`config.mk`:
```
export PLATFORM = sky130hd
export DESIGN_NAME = cmd_cntrl
export DESIGN_NICKNAME = d
export VERILOG_FILES = /design/src/rtl/cmd_cntrl.sv
export SDC_FILE = /design/constraint.sdc
export NUM_CORES = 1
export LEC_CHECK = 0
export BUFFER_PORTS_ARGS = -buffer_cell sky130_fd_sc_hd__buf_2
export CORE_AREA = 3 3 40 42
export CTS_CLUSTER_DIAMETER = 150
export DETAILED_ROUTE_END_ITERATION = 8
export DIE_AREA = 0 0 43 45
export MAX_ROUTING_LAYER = met4
export PLACE_DENSITY_LB_ADDON = 0.2
export SETUP_SLACK_MARGIN = 0.02
export SLEW_MARGIN = 0
export SYNTH_ARGS = -nofsm -noshare
export SYNTH_HDL_FRONTEND = slang
export SYNTH_SLANG_ARGS = --single-unit
```
`constraint.sdc`:
```
create_clock -name clk -period 1.3 [get_ports clk]
set_input_delay 0.13 -clock clk [delete_from_list [all_inputs] [get_ports clk]]
set_output_delay 0.13 -clock clk [all_outputs]
set_load 0.03 [all_outputs]
```
`src/rtl/cmd_cntrl.sv`:
```
// cmd_cntrl -- command-and-control block of the line-follower robot.
//
// Decodes go-to-station / stop commands, latches the destination ID and
// compares incoming station IDs against it. in_transit tells the motion
// controller to run (1) or halt (0). Both inputs are consumed through a
// ready/clear handshake. The clear pulse blocks re-sampling for one cycle,
// which gives the source time to drop its request.
//
// Ports:
//   clk          system clock, rising edge
//   rst_n        asynchronous reset, active HIGH (1 = reset)
//   cmd_rdy      new command present on cmd
//   cmd[7:0]     [7:6] opcode (00 stop, 01 go, 1x invalid), [5:0] dest ID
//   clr_cmd_rdy  one-cycle acknowledge of a consumed command
//   ID_vld       new station ID present on ID
//   ID[7:0]      [7:6] must be 00 for a valid ID, [5:0] station number
//   clr_ID_vld   one-cycle acknowledge of a consumed ID
//   in_transit   1 = robot moving toward its destination
module cmd_cntrl (
  input  logic       clk,
  input  logic       rst_n,
  input  logic       cmd_rdy,
  input  logic [7:0] cmd,
  output logic       clr_cmd_rdy,
  input  logic       ID_vld,
  output logic       clr_ID_vld,
  input  logic [7:0] ID,
  output logic       in_transit
);

  typedef enum logic {ST_STOP = 1'b0, ST_GO = 1'b1} state_t;

  localparam logic [1:0] OP_STOP = 2'b00;
  localparam logic [1:0] OP_GO   = 2'b01;

  state_t     state;
  logic [5:0] dest_ID;

  // An input is taken only while its clear pulse is low, so a request
  // still high during the acknowledge cycle is not consumed twice.
  logic cmd_take, id_take;
  logic cmd_go, cmd_stop, id_match;

  assign cmd_take = cmd_rdy & ~clr_cmd_rdy;
  assign id_take  = ID_vld  & ~clr_ID_vld;
  assign cmd_go   = cmd_take & (cmd[7:6] == OP_GO);
  assign cmd_stop = cmd_take & (cmd[7:6] == OP_STOP);
  // Compared against the destination held before this edge.
  assign id_match = id_take & (ID[7:6] == 2'b00) & (ID[5:0] == dest_ID);

  always_ff @(posedge clk or posedge rst_n) begin
    if (rst_n) begin
      state       <= ST_STOP;
      in_transit  <= 1'b0;
      dest_ID     <= 6'd0;
      clr_cmd_rdy <= 1'b0;
      clr_ID_vld  <= 1'b0;
    end else begin
      // Every consumed input is acknowledged, whatever the state or opcode.
      clr_cmd_rdy <= cmd_take;
      clr_ID_vld  <= id_take;
      case (state)
        ST_STOP: begin
          if (cmd_go) begin
            dest_ID    <= cmd[5:0];
            in_transit <= 1'b1;
            state      <= ST_GO;
          end
        end
        ST_GO: begin
          // A valid command outranks an ID arrival on the same edge;
          // an invalid command falls through so a matching ID still stops.
          if (cmd_go) begin
            dest_ID    <= cmd[5:0];
            in_transit <= 1'b1;
          end else if (cmd_stop || id_match) begin
            in_transit <= 1'b0;
            state      <= ST_STOP;
          end
        end
        default: begin
          in_transit <= 1'b0;
          state      <= ST_STOP;
        end
      endcase
    end
  end

endmodule

```
* Yosys cells after proc, flatten, opt, wreduce, memory -nomap -nowiden *
Cells that the tools add are included.

word-level totals
  flip-flop bits (word level) = 10
  bits of input ports = 20
  output and inout bits = 3
  logic and storage cells = 31

operators by class
  eq/ne operators = 4
  mux-type cells = 9
  bitwise gates (word level) = 9
  reductions and logical operators = 4

operators with widths
  cell                count
  $and 1x1->1         6
  $eq 6x6->1          1
  $mux 1              6
  $mux 6              1
  $logic_not 2->1     2
  $pmux 1 s2          2
  $ne 3x1->1 const B  1
  $not 1->1           3
  $eq 2x1->1 const B  1
  $ne 2x2->1 const B  1
  $reduce_and 2->1    1
  $logic_or 1x1->1    1

* Longest topological paths before layout *
Gate-level depths: netlist of the first run.

  word-level depth = 8
  gate-level depth with buffers = 4
  depth with buffers taken out = 4

* Least setup slack after synthesis of the first run *
Ideal clock, no wire load.

  path type = register -> register
  start point = register clr_ID_vld
  end point = register in_transit
  setup time = 142 ps
  arrival = 1,122 ps
  data required time = 1,158 ps
  slack = 36 ps
  stages on the path, launching flop included = 5
  buffers on the path = 0
  period minus slack after synthesis = 1,264 ps
  cells stage by stage = dfrtp_1 > nor4b_2 > nand4_1 > nor4_2 > o221ai_1

on the way
  word-level cells in the longest chain between the ends = 7

ends and longest elaborated chain
  what                               RTL line  RTL
  start, declared                    26        output logic clr_ID_vld,
  start signal, assigned             61        clr_ID_vld <= id_take;
  $not 1->1                          45        assign id_take = ID_vld & ~clr_ID_vld;
  $and 1x1->1                        45
  $and 1x1->1 (2 in a row)           49        assign id_match = id_take & (ID[7:6] == 2'b00) & (ID[5:0] == dest_ID);
  $logic_or 1x1->1                   76        end else if (cmd_stop || id_match) begin
  $ne 3x1->1 (no source line)        --
  $reduce_and 2->1 (no source line)  --
  end signal, assigned               54        in_transit <= 1'b0;
  end signal, assigned               75        in_transit <= 1'b1;
  end signal, assigned               77        in_transit <= 1'b0;
  end, declared                      28        output logic in_transit

No other way between the ends.
A chain may end at the register's enable or synchronous reset.

* Worst setup path in the final report of the first run *
Same ends and word-level chain as after synthesis.

==> flow_summary.toml, run 1 <==
[outcome]
outcome = "completed"

[clock_network]
clk_path_buf_depth = 2
cts.clk_slew.worst_paths_ns = 0.06
clk_latency_ns = 0.26
cts_buffers = 3
post_cts_buffers = 0
cts_tree = "yes"
cts-htree-levels = 1
cts.sinks = 10
cts_root_buf = "clkbuf_4"

[yosys]
synth_area_leaders = "dfrtp_1, mux2_2, xnor2_1"
synth_top_family_by_area = "simple AND/OR/NAND/NOR gates"
synth-async-reset-ratio = 1.000
yosysMostFrequentCell = "dfrtp_1"
synth_top_area_frac = 0.5319
synth_compound_area_frac = 0.02926
synth_top_area_cell = "dfrtp_1"
synth-simple-area-share = 0.1676
syn_area_per_cell_um2 = 13.44
ys_seq_area_frac = 0.5319
synth_fa_ha_area_frac = 0
synth_edf_count = 0
synth_nets = 55
synth_top_flop_cell = "dfrtp_1"
netlist_area_um2 = 470.5
synth_warnings = 0
synth-xor-area-share = 0.1117
muxShareOfSynthArea = 0.1436
synth.top_cells.by_count = "dfrtp_1, mux2_2, xnor2_1, xor2_1"
yosysUniqueCellTypes = 15
ys_ff_latch = 10
synth_cells = 35

[route]
wl_per_cell_um = 11.76
drtIter0Drc = 2
vias_per_cell = 4.579
antenna_left = 0
vias = 348
wl_um = 894
firstDrtPassIters = 2
route.detailed.drc = 0

[setup_path]
crit_type = "flip-flop to flip-flop"
cp.required_ns = 1.43
end_kind = "flip-flop"
path_buf_inv = 0
cpPeakStageDelay_ns = 0.40
rrSetupSlack_ns = 0.06
cp_slowest_cell = "dfrtp_1"
critPathMaxFanout = 3
worst_setup_path_start_kind = "flip-flop"
crit_chain = "nor4b_2, nand4_1, nor4_4, o221ai_2"
r2r_start = "clr_ID_vld"
ff2ff_path_depth = 4
worstPathArrival_ns = 1.37
reg2reg_to = "in_transit"
cp_top_family = "simple AND/OR/NAND/NOR gates"

[timing]
fmax_ghz = 0.8044
max_slew_margin = 0.7461
worst_slew_pin_slew_ns = 0.3804
finalHoldViolCount = 0
setup_viol = 0
rsz0062_at_grt = "true"
fin_crit_sh = 0.9563
skew_ns = 0.0003245
slew_viol_final = 0
min_period_ns = 1.243

[die]
chipHeight_um = 45
coreArea_um2 = 1285
fp-row-count = 13
start_util = 0.3661
fp.dieW_um = 43
pin_count = 23
dieArea_um2 = 1935

[power]
switching_power_uw = 216.4
clockPowerShare = 0.251
internal-power_uw = 574.7
p_sw_frac = 0.2736
p_leak_nw = 0.3178
power.density_nw_per_um2 = 1223
pwr-share-comb = 0.238
vdd_drop_max_mv = 0.5987
p_seq_frac = 0.511
total_power_uw = 791.1

[place]
gp_congestion = 0.6116
port_buffers = 22
place_inst = 72
hpwl_um = 738.7

[hold_path]
min-delay-start = "cmd[1]"
holdPathEnd = "dest_ID[1]"
min_path_type = "input pin to flip-flop"
whs_path_depth = 2

[finish]
final_nets = 83
drive_gt1_frac = 0.5902
instances_no_fill = 76
num_antenna_cells = 0
syn2layout_area_growth_pct = 37.50

[job]
maxCapViolCount = 0

[global_routing]
grt_usage = 0.1123
grt_pass1_vias = 372
grt_pass1_wl_um = 1469
antenna_found_initial = 0
overflow = 0
grt_max_degree = 11
area by class of cell:
cell class | count | area (µm²)
Sequential cell | 10 | 250.2
Multi-Input combinational cell | 23 | 227.7
Fill cell | 119 | 638.1
Tap cell | 15 | 18.77
Inverter | 2 | 7.507
Timing Repair Buffer | 23 | 120.1
Clock buffer | 3 | 22.52
per-layer routing:
layer,part of all wire,vias to the layer above,wire length [µm],GRT usage
li1,-,172,-,-
met1,0.39,157,348,0.1131
met2,0.50,16,447,0.1766
met3,0.10,3,89,0.07570
met4,0.0089,0,8,0.03614
met5,0,-,0,-
state kept, by name, summed over array words and instances (netlist names):
register / count
clr_ID_vld: 1
clr_cmd_rdy: 1
dest_ID: 6
in_transit: 1
state: 1
how the worst max path moves through the flow:
| stage | startpoint | end | slack [ns] | cells after the start |
|---|---|---|---|---|
| global placement | clr_ID_vld | in_transit | 0.11 | 4 |
| floorplan | clr_ID_vld | in_transit | 0.04 | 4 |
| finish | clr_ID_vld | in_transit | 0.06 | 4 |
| CTS | clr_ID_vld | in_transit | 0.002 | 4 |
| global route | clr_ID_vld | in_transit | -0.04 | 4 |
| detailed placement | clr_ID_vld | in_transit | 0.01 | 4 |
what timing repair did:
action	4_1_cts	5_1_grt
resized for setup	0	3
endpoints found under the hold margin	10	0
hold buffers	1	0
setup endpoints to repair	1	2
pin swaps	0	0
power by group through the flow:
| stage | Sequential [mW] | Clock [mW] | Combinational, mW |
|---|---|---|---|
| after floorplan | 0.417 | 0 | 0.106 |
| after global placement | 0.406 | 0 | 0.173 |
| after detailed placement | 0.409 | 0 | 0.176 |
| after CTS | 0.403 | 0.214 | 0.178 |
| after global routing | 0.411 | 0.238 | 0.209 |
| final | 0.404 | 0.199 | 0.189 |
per-stage QoR:
| step | worst slack [ns] | hold slack [ns] | instance area, µm² | TNS [ns] | util |
|---|---|---|---|---|---|
| floorplan | 0.03603 | -0.02982 | 470.5 | 0 | - |
| global placement | 0.1126 | 0.1275 | 599.3 | 0 | 0.4664 |
| detailed placement | 0.01063 | 0.1239 | 599.3 | 0 | 0.4664 |
| CTS | 0.002402 | 0.08983 | 631.9 | 0 | 0.4917 |
| global route | -0.03982 | 0.08218 | 646.9 | -0.03982 | 0.5034 |
| finish | 0.05685 | 0.1026 | 646.9 | 0 | 0.5034 |
logic make-up after synthesis:
logic type	after synthesis
AO/OA/AOI/OAI	2
XOR/XNOR	6
buffers and inverters	2
flip-flops	10
multiplexers	6
AND/OR/NAND/NOR	9
placed cells by master, fill, tap and decap left out:
| master | synthesis | final |
|---|---|---|
| nor4_4 | 0 | 1 |
| dlygate4sd3_1 | 0 | 1 |
| nand3b_2 | 1 | 1 |
| nand2b_1 | 1 | 1 |
| nor2b_1 | 1 | 1 |
| xor2_1 | 3 | 3 |
| xnor2_1 | 3 | 3 |
| nor4b_2 | 1 | 1 |
| inv_1 | 2 | 2 |
| o21ai_1 | 0 | 1 |
| dfrtp_1 | 10 | 10 |
| nor2b_4 | 1 | 1 |
| nand4_1 | 1 | 1 |
| buf_2 | 0 | 22 |
| o221ai_2 | 0 | 1 |
| mux2_2 | 6 | 6 |
| clkbuf_4 | 0 | 3 |
| nand2_1 | 2 | 2 |
Note: power is estimated with default switching activity, not from simulation.
==> run 2, diff against run 1 <==
--- a/config.mk
+++ b/config.mk
@@ -5,6 +5,7 @@
 export SDC_FILE = /design/constraint.sdc
 export NUM_CORES = 1
 export LEC_CHECK = 0
+export ABC_AREA = 1
 export BUFFER_PORTS_ARGS = -buffer_cell sky130_fd_sc_hd__buf_2
 export CORE_AREA = 3 3 40 42
 export CTS_CLUSTER_DIAMETER = 150
==> run 2 against run 1 <==
Worst hold slack lost 0.014 ns. Register-to-register slack gained 0.07 ns. Sequential share of layout area shrank 1.9 points. Largest cell class unchanged. Highest routed layer unchanged.
==> flow_summary.toml, run 2 <==
[route]
antenna_left = 0
route.detailed.drc = 0
wl_per_cell_um = 10.24
firstDrtPassIters = 3
wl_um = 1034
wl_met2_um = 535
met3_length_um = 57
vias_per_cell = 4.287
vias = 433
wl_met1_um = 424
drtIter0Drc = 5
routed.top_layer = "met4"

[power]
pwr-share-comb = 0.237
power.density_nw_per_um2 = 1308
clockPowerShare = 0.313
p_sw_frac = 0.2805
total_power_uw = 895.4
internal-power_uw = 644.3
vdd_drop_max_mv = 0.7096
p_seq_frac = 0.451
p_leak_nw = 0.4052
switching_power_uw = 251.1

[yosys]
synth_edf_count = 0
ys_ff_latch = 10
netlist_area_um2 = 519.2
synth_top_area_frac = 0.4819
synth_cells = 60
yosysUniqueCellTypes = 12
synth_top_area_cell = "dfrtp_1"
synth.top_cells.by_count = "nand2_1, dfrtp_1, inv_1"
synth-async-reset-ratio = 1.000
synth_area_leaders = "dfrtp_1, nand2_1, inv_1"
ys_seq_area_frac = 0.4819
synth_nets = 80
synth_warnings = 0
synth_top_flop_cell = "dfrtp_1"
yosysMostFrequentCell = "nand2_1"
syn_area_per_cell_um2 = 8.654

[setup_path]
critPathMaxFanout = 11
startpoint = "clr_cmd_rdy"
rrSetupSlack_ns = 0.12
crit_type = "flip-flop to flip-flop"
reg2reg_to = "dest_ID[2]"
r2r_start = "clr_cmd_rdy"
ff2ff_path_depth = 3
worstPathArrival_ns = 1.32
cp.required_ns = 1.45
worst_setup_path_start_kind = "flip-flop"
crit_path_end = "dest_ID[2]"
end_kind = "flip-flop"

[finish]
final_common_cell = "buf_2"
nFillCells = 134
num_antenna_cells = 0
top_register = "dest_ID"
final_cell_mix = "buf_2, nand2_1, inv_1, dfrtp_1, nor2_1"
stdcell_area_um2 = 684.4
largest_reg_flops = 6
drive_gt1_frac = 0.3721
syn2layout_area_growth_pct = 31.81
final_nets = 107
final_core_util = 0.5326

[hold_path]
min_path_type = "input pin to flip-flop"

[die]
dieArea_um2 = 1935
chipHeight_um = 45
start_util = 0.4041
fp-row-count = 13
pin_count = 23
coreArea_um2 = 1285
fp.dieW_um = 43

[clock_network]
post_cts_buffers = 0
cts_buffers = 3
cts_root_buf = "clkbuf_4"
cts.sinks = 10
cts.clk_slew.worst_paths_ns = 0.07
cts-htree-levels = 1
clk_path_buf_depth = 2
cts_tree = "yes"
clk_latency_ns = 0.26

[timing]
rsz0062_at_grt = "false"
fin_crit_sh = 0.9054
setup_viol = 0
worst_slew_pin_slew_ns = 0.3779
slew_viol_final = 0
min_period_ns = 1.177
fmax_ghz = 0.8496
max_slew_margin = 0.7478
finalHoldViolCount = 0
setup_slack_ns = 0.1230
skew_ns = 0.0007560
fin_tns_setup_ns = 0

[global_routing]
overflow = 0
grt_max_degree = 12
antenna_found_initial = 0
grt_pass1_wl_um = 1704
grt_pass1_vias = 392
grt_usage = 0.1332

[place]
pre_cts_ws_ns = 0.1228
hpwl_um = 783.1
port_buffers = 22
gp_congestion = 0.6455
placed_area_um2 = 638.1

[outcome]
outcome = "completed"

[job]
maxCapViolCount = 0
-- run 2: changes by cell type in the layout (fill, tap and decap cells not counted), sizes merged, moves of 2 or more --
cell	delta
inv	+7
a21oi	+3
nor2	+9
nor2b	-2
xor2	-3
nand2	+18
mux2	-3
-- run 2: worst max-delay path, stage by stage (launching register included) --
cell and delay (ns):
dfrtp_2 0.42, nor2_4 0.15, nand3b_4 0.16, mux2_4 0.33
-- run 2: cells by family after synthesis --
kind of cell,synth area share
buffers and inverters,0.08674
muxes,0.07952
and+or+nand+nor,0.2723
AOI/OAI and AO/OA,0.02891
DFF,0.4819
xor gates and xnor gates,0.05061
-- run 2: layer usage --
layer  global-route usage  vias up
met3              0.02789        2
met2               0.1946        9
met4               0.1084        0
met5                    -        -
met1               0.1583      189
li1                     -      233
-- run 2: how the worst min path moves through the flow --
stage / startpoint / end / slack [ns] / cells after the start
2_1_floorplan: rst_n / clr_ID_vld / -0.03 / 1
3_3_place_gp: rst_n / clr_ID_vld / 0.13 / 2
3_5_place_dp: rst_n / clr_ID_vld / 0.13 / 2
4_1_cts: ID_vld / clr_ID_vld / 0.08 / 3
5_1_grt: cmd[3] / dest_ID[3] / 0.09 / 2
6_report: ID_vld / clr_ID_vld / 0.09 / 3
-- run 2: layout make-up --
| cell class | count | area [µm²] | share of cell area |
|---|---|---|---|
| tap | 15 | 18.77 | 0.02742 |
| clock buffer | 4 | 36.28 | 0.05302 |
| multi-input combinational | 40 | 224.0 | 0.3272 |
| timing repair buffer | 23 | 120.1 | 0.1755 |
| sequential | 10 | 251.5 | 0.3675 |
| inverter | 9 | 33.78 | 0.04936 |
-- run 2: per-stage QoR --
step / hold slack (ns) / instances
floorplan: -0.02989 / 60
global placement: 0.1258 / 96
detailed placement: 0.1321 / 96
CTS: 0.07675 / 101
global route: 0.09406 / 101
finish: 0.08842 / 101
-- run 2: what timing repair did --
item,4_1_cts,5_1_grt
hold endpoints to repair,10,0
hold buffers,1,0
gates resized for setup,0,0
-- run 2: power by group through the flow --
stage	Sequential (mW)	Clock (mW)	Combinational, mW
detailed placement	0.410	0	0.213
global placement	0.407	0	0.206
global route	0.411	0.307	0.238
floorplan	0.428	0	0.127
CTS	0.405	0.292	0.215
finish	0.404	0.280	0.212
==> run 3, diff against run 2 <==
--- a/config.mk
+++ b/config.mk
@@ -7,10 +7,10 @@
 export LEC_CHECK = 0
 export ABC_AREA = 1
 export BUFFER_PORTS_ARGS = -buffer_cell sky130_fd_sc_hd__buf_2
-export CORE_AREA = 3 3 40 42
+export CORE_MARGIN = 3
+export CORE_UTILIZATION = 40
 export CTS_CLUSTER_DIAMETER = 150
 export DETAILED_ROUTE_END_ITERATION = 8
-export DIE_AREA = 0 0 43 45
 export MAX_ROUTING_LAYER = met4
 export PLACE_DENSITY_LB_ADDON = 0.2
 export SETUP_SLACK_MARGIN = 0.02
==> run 3 against run 2 <==
Worst setup slack worse by 0.00085 ns. Total power is 7.0% lower. Sequential share of layout area increased by 0.61 points. Worst hold slack got worse by 0.0065 ns. Combinational power about the same. First-iteration DRC count is 100% lower.
==> flow_summary.toml, run 3 (synthesis gave the netlist of run 2 again) <==
[outcome]
outcome = "completed"

[route]
wl_met1_um = 401
routed.top_layer = "met4"
drtIter0Drc = 0
route.detailed.drc = 0
wl_met2_um = 448
met3_length_um = 71
firstDrtPassIters = 1
wl_um = 927
wl_per_cell_um = 9.270
vias = 432
antenna_left = 0
vias_per_cell = 4.320

[setup_path]
worstPathArrival_ns = 1.32
end_kind = "flip-flop"
worst_setup_path_start_kind = "flip-flop"
cp_slowest_cell = "dfrtp_2"
crit_chain = "nor2_4, nand3b_4, mux2_4"
cp.required_ns = 1.44
crit_type = "flip-flop to flip-flop"
cpPeakStageDelay_ns = 0.42
path_buf_inv = 0
critPathMaxFanout = 11
cp_top_family = "flip-flops"

[die]
chipHeight_um = 42.03
fp-row-count = 12
dieArea_um2 = 1767
coreArea_um2 = 1156
pin_count = 23
start_util = 0.4491
fp.dieW_um = 42.03

[finish]
num_antenna_cells = 0
stdcell_area_um2 = 673.1
final_common_cell = "buf_2"
nFillCells = 110
multi_input_area_um2 = 224.0
final_core_util = 0.5823
instances_no_fill = 100
regArea_um2 = 251.5
final_nets = 107
syn2layout_area_growth_pct = 29.64
top_register = "dest_ID"
drive_gt1_frac = 0.3605
final_cell_mix = "buf_2, nand2_1, inv_1, dfrtp_1, nor2_1"
largest_reg_flops = 6

[timing]
max_slew_margin = 0.7492
slew_viol_final = 0
setup_slack_ns = 0.1222
rsz0062_at_grt = "false"
skew_ns = 0.01026
min_period_ns = 1.178
fin_hold_ws_ns = 0.08195
fin_tns_setup_ns = 0
finalHoldViolCount = 0
setup_viol = 0
worst_slew_pin_slew_ns = 0.3758
fmax_ghz = 0.8490
fin_crit_sh = 0.9060

[global_routing]
overflow = 0
grt_pass1_vias = 399
antenna_found_initial = 0
grt_usage = 0.1218
grt_max_degree = 12
grt_pass1_wl_um = 1587

[hold_path]
min_path_type = "input pin to flip-flop"

[clock_network]
hold_buffers = 1
cts_tree = "yes"
post_cts_resized = 0
cts_root_buf = "clkbuf_4"
cts.sinks = 10
clk_latency_ns = 0.26
post_cts_buffers = 0
cts.clk_slew.worst_paths_ns = 0.07
clk_path_buf_depth = 2
cts-htree-levels = 1
cts_buffers = 3

[power]
p_leak_nw = 0.3992
vdd_drop_max_mv = 0.9459
total_power_uw = 832.6
power.density_nw_per_um2 = 1237

[place]
gp_congestion = 0.6489
place_inst = 95
hpwl_um = 766
placed_area_um2 = 636.9
pre_cts_ws_ns = 0.1295
port_buffers = 22

[job]
maxCapViolCount = 0
-- run 3: area by class of cell --
cell class,instances,share of cell area
flip-flops and latches,10,0.3736
repair buffers,23,0.1784
clock buffers,4,0.03903
multi-input cells,40,0.3327
inverters,9,0.05019
well taps,14,0.02602
-- run 3: power by group --
part	total [mW]	internal [mW]	switching, mW
clock	0.216	0.118	0.0983
sequential	0.405	0.370	0.0350
combinational	0.211	0.105	0.107
-- run 3: final timing paths --
| path | from | end | slack [ns] | cells after the start |
|---|---|---|---|---|
| worst min-delay path | ID_vld | clr_ID_vld | 0.08 | 3 |
| max in group asynchronous | rst_n | clr_cmd_rdy | 0.64 | 3 |
| min in group asynchronous | rst_n | clr_ID_vld | 0.37 | 3 |
| worst min register to register | clr_ID_vld | clr_ID_vld | 0.44 | 1 |
| worst max-delay path | clr_cmd_rdy | dest_ID[3] | 0.12 | 3 |
| worst max register to register | clr_cmd_rdy | dest_ID[3] | 0.12 | 3 |
-- run 3: worst register-to-register path, cell delays in order, from the launching register on --
cell and delay, ns:
dfrtp_2 0.42, nor2_4 0.15, nand3b_4 0.16, mux2_4 0.32
-- run 3: per-layer routing --
layer,GRT usage,vias to the layer above
met5,-,-
met4,0.03727,0
met3,0.06867,2
met2,0.1728,14
met1,0.1471,185
li1,-,231
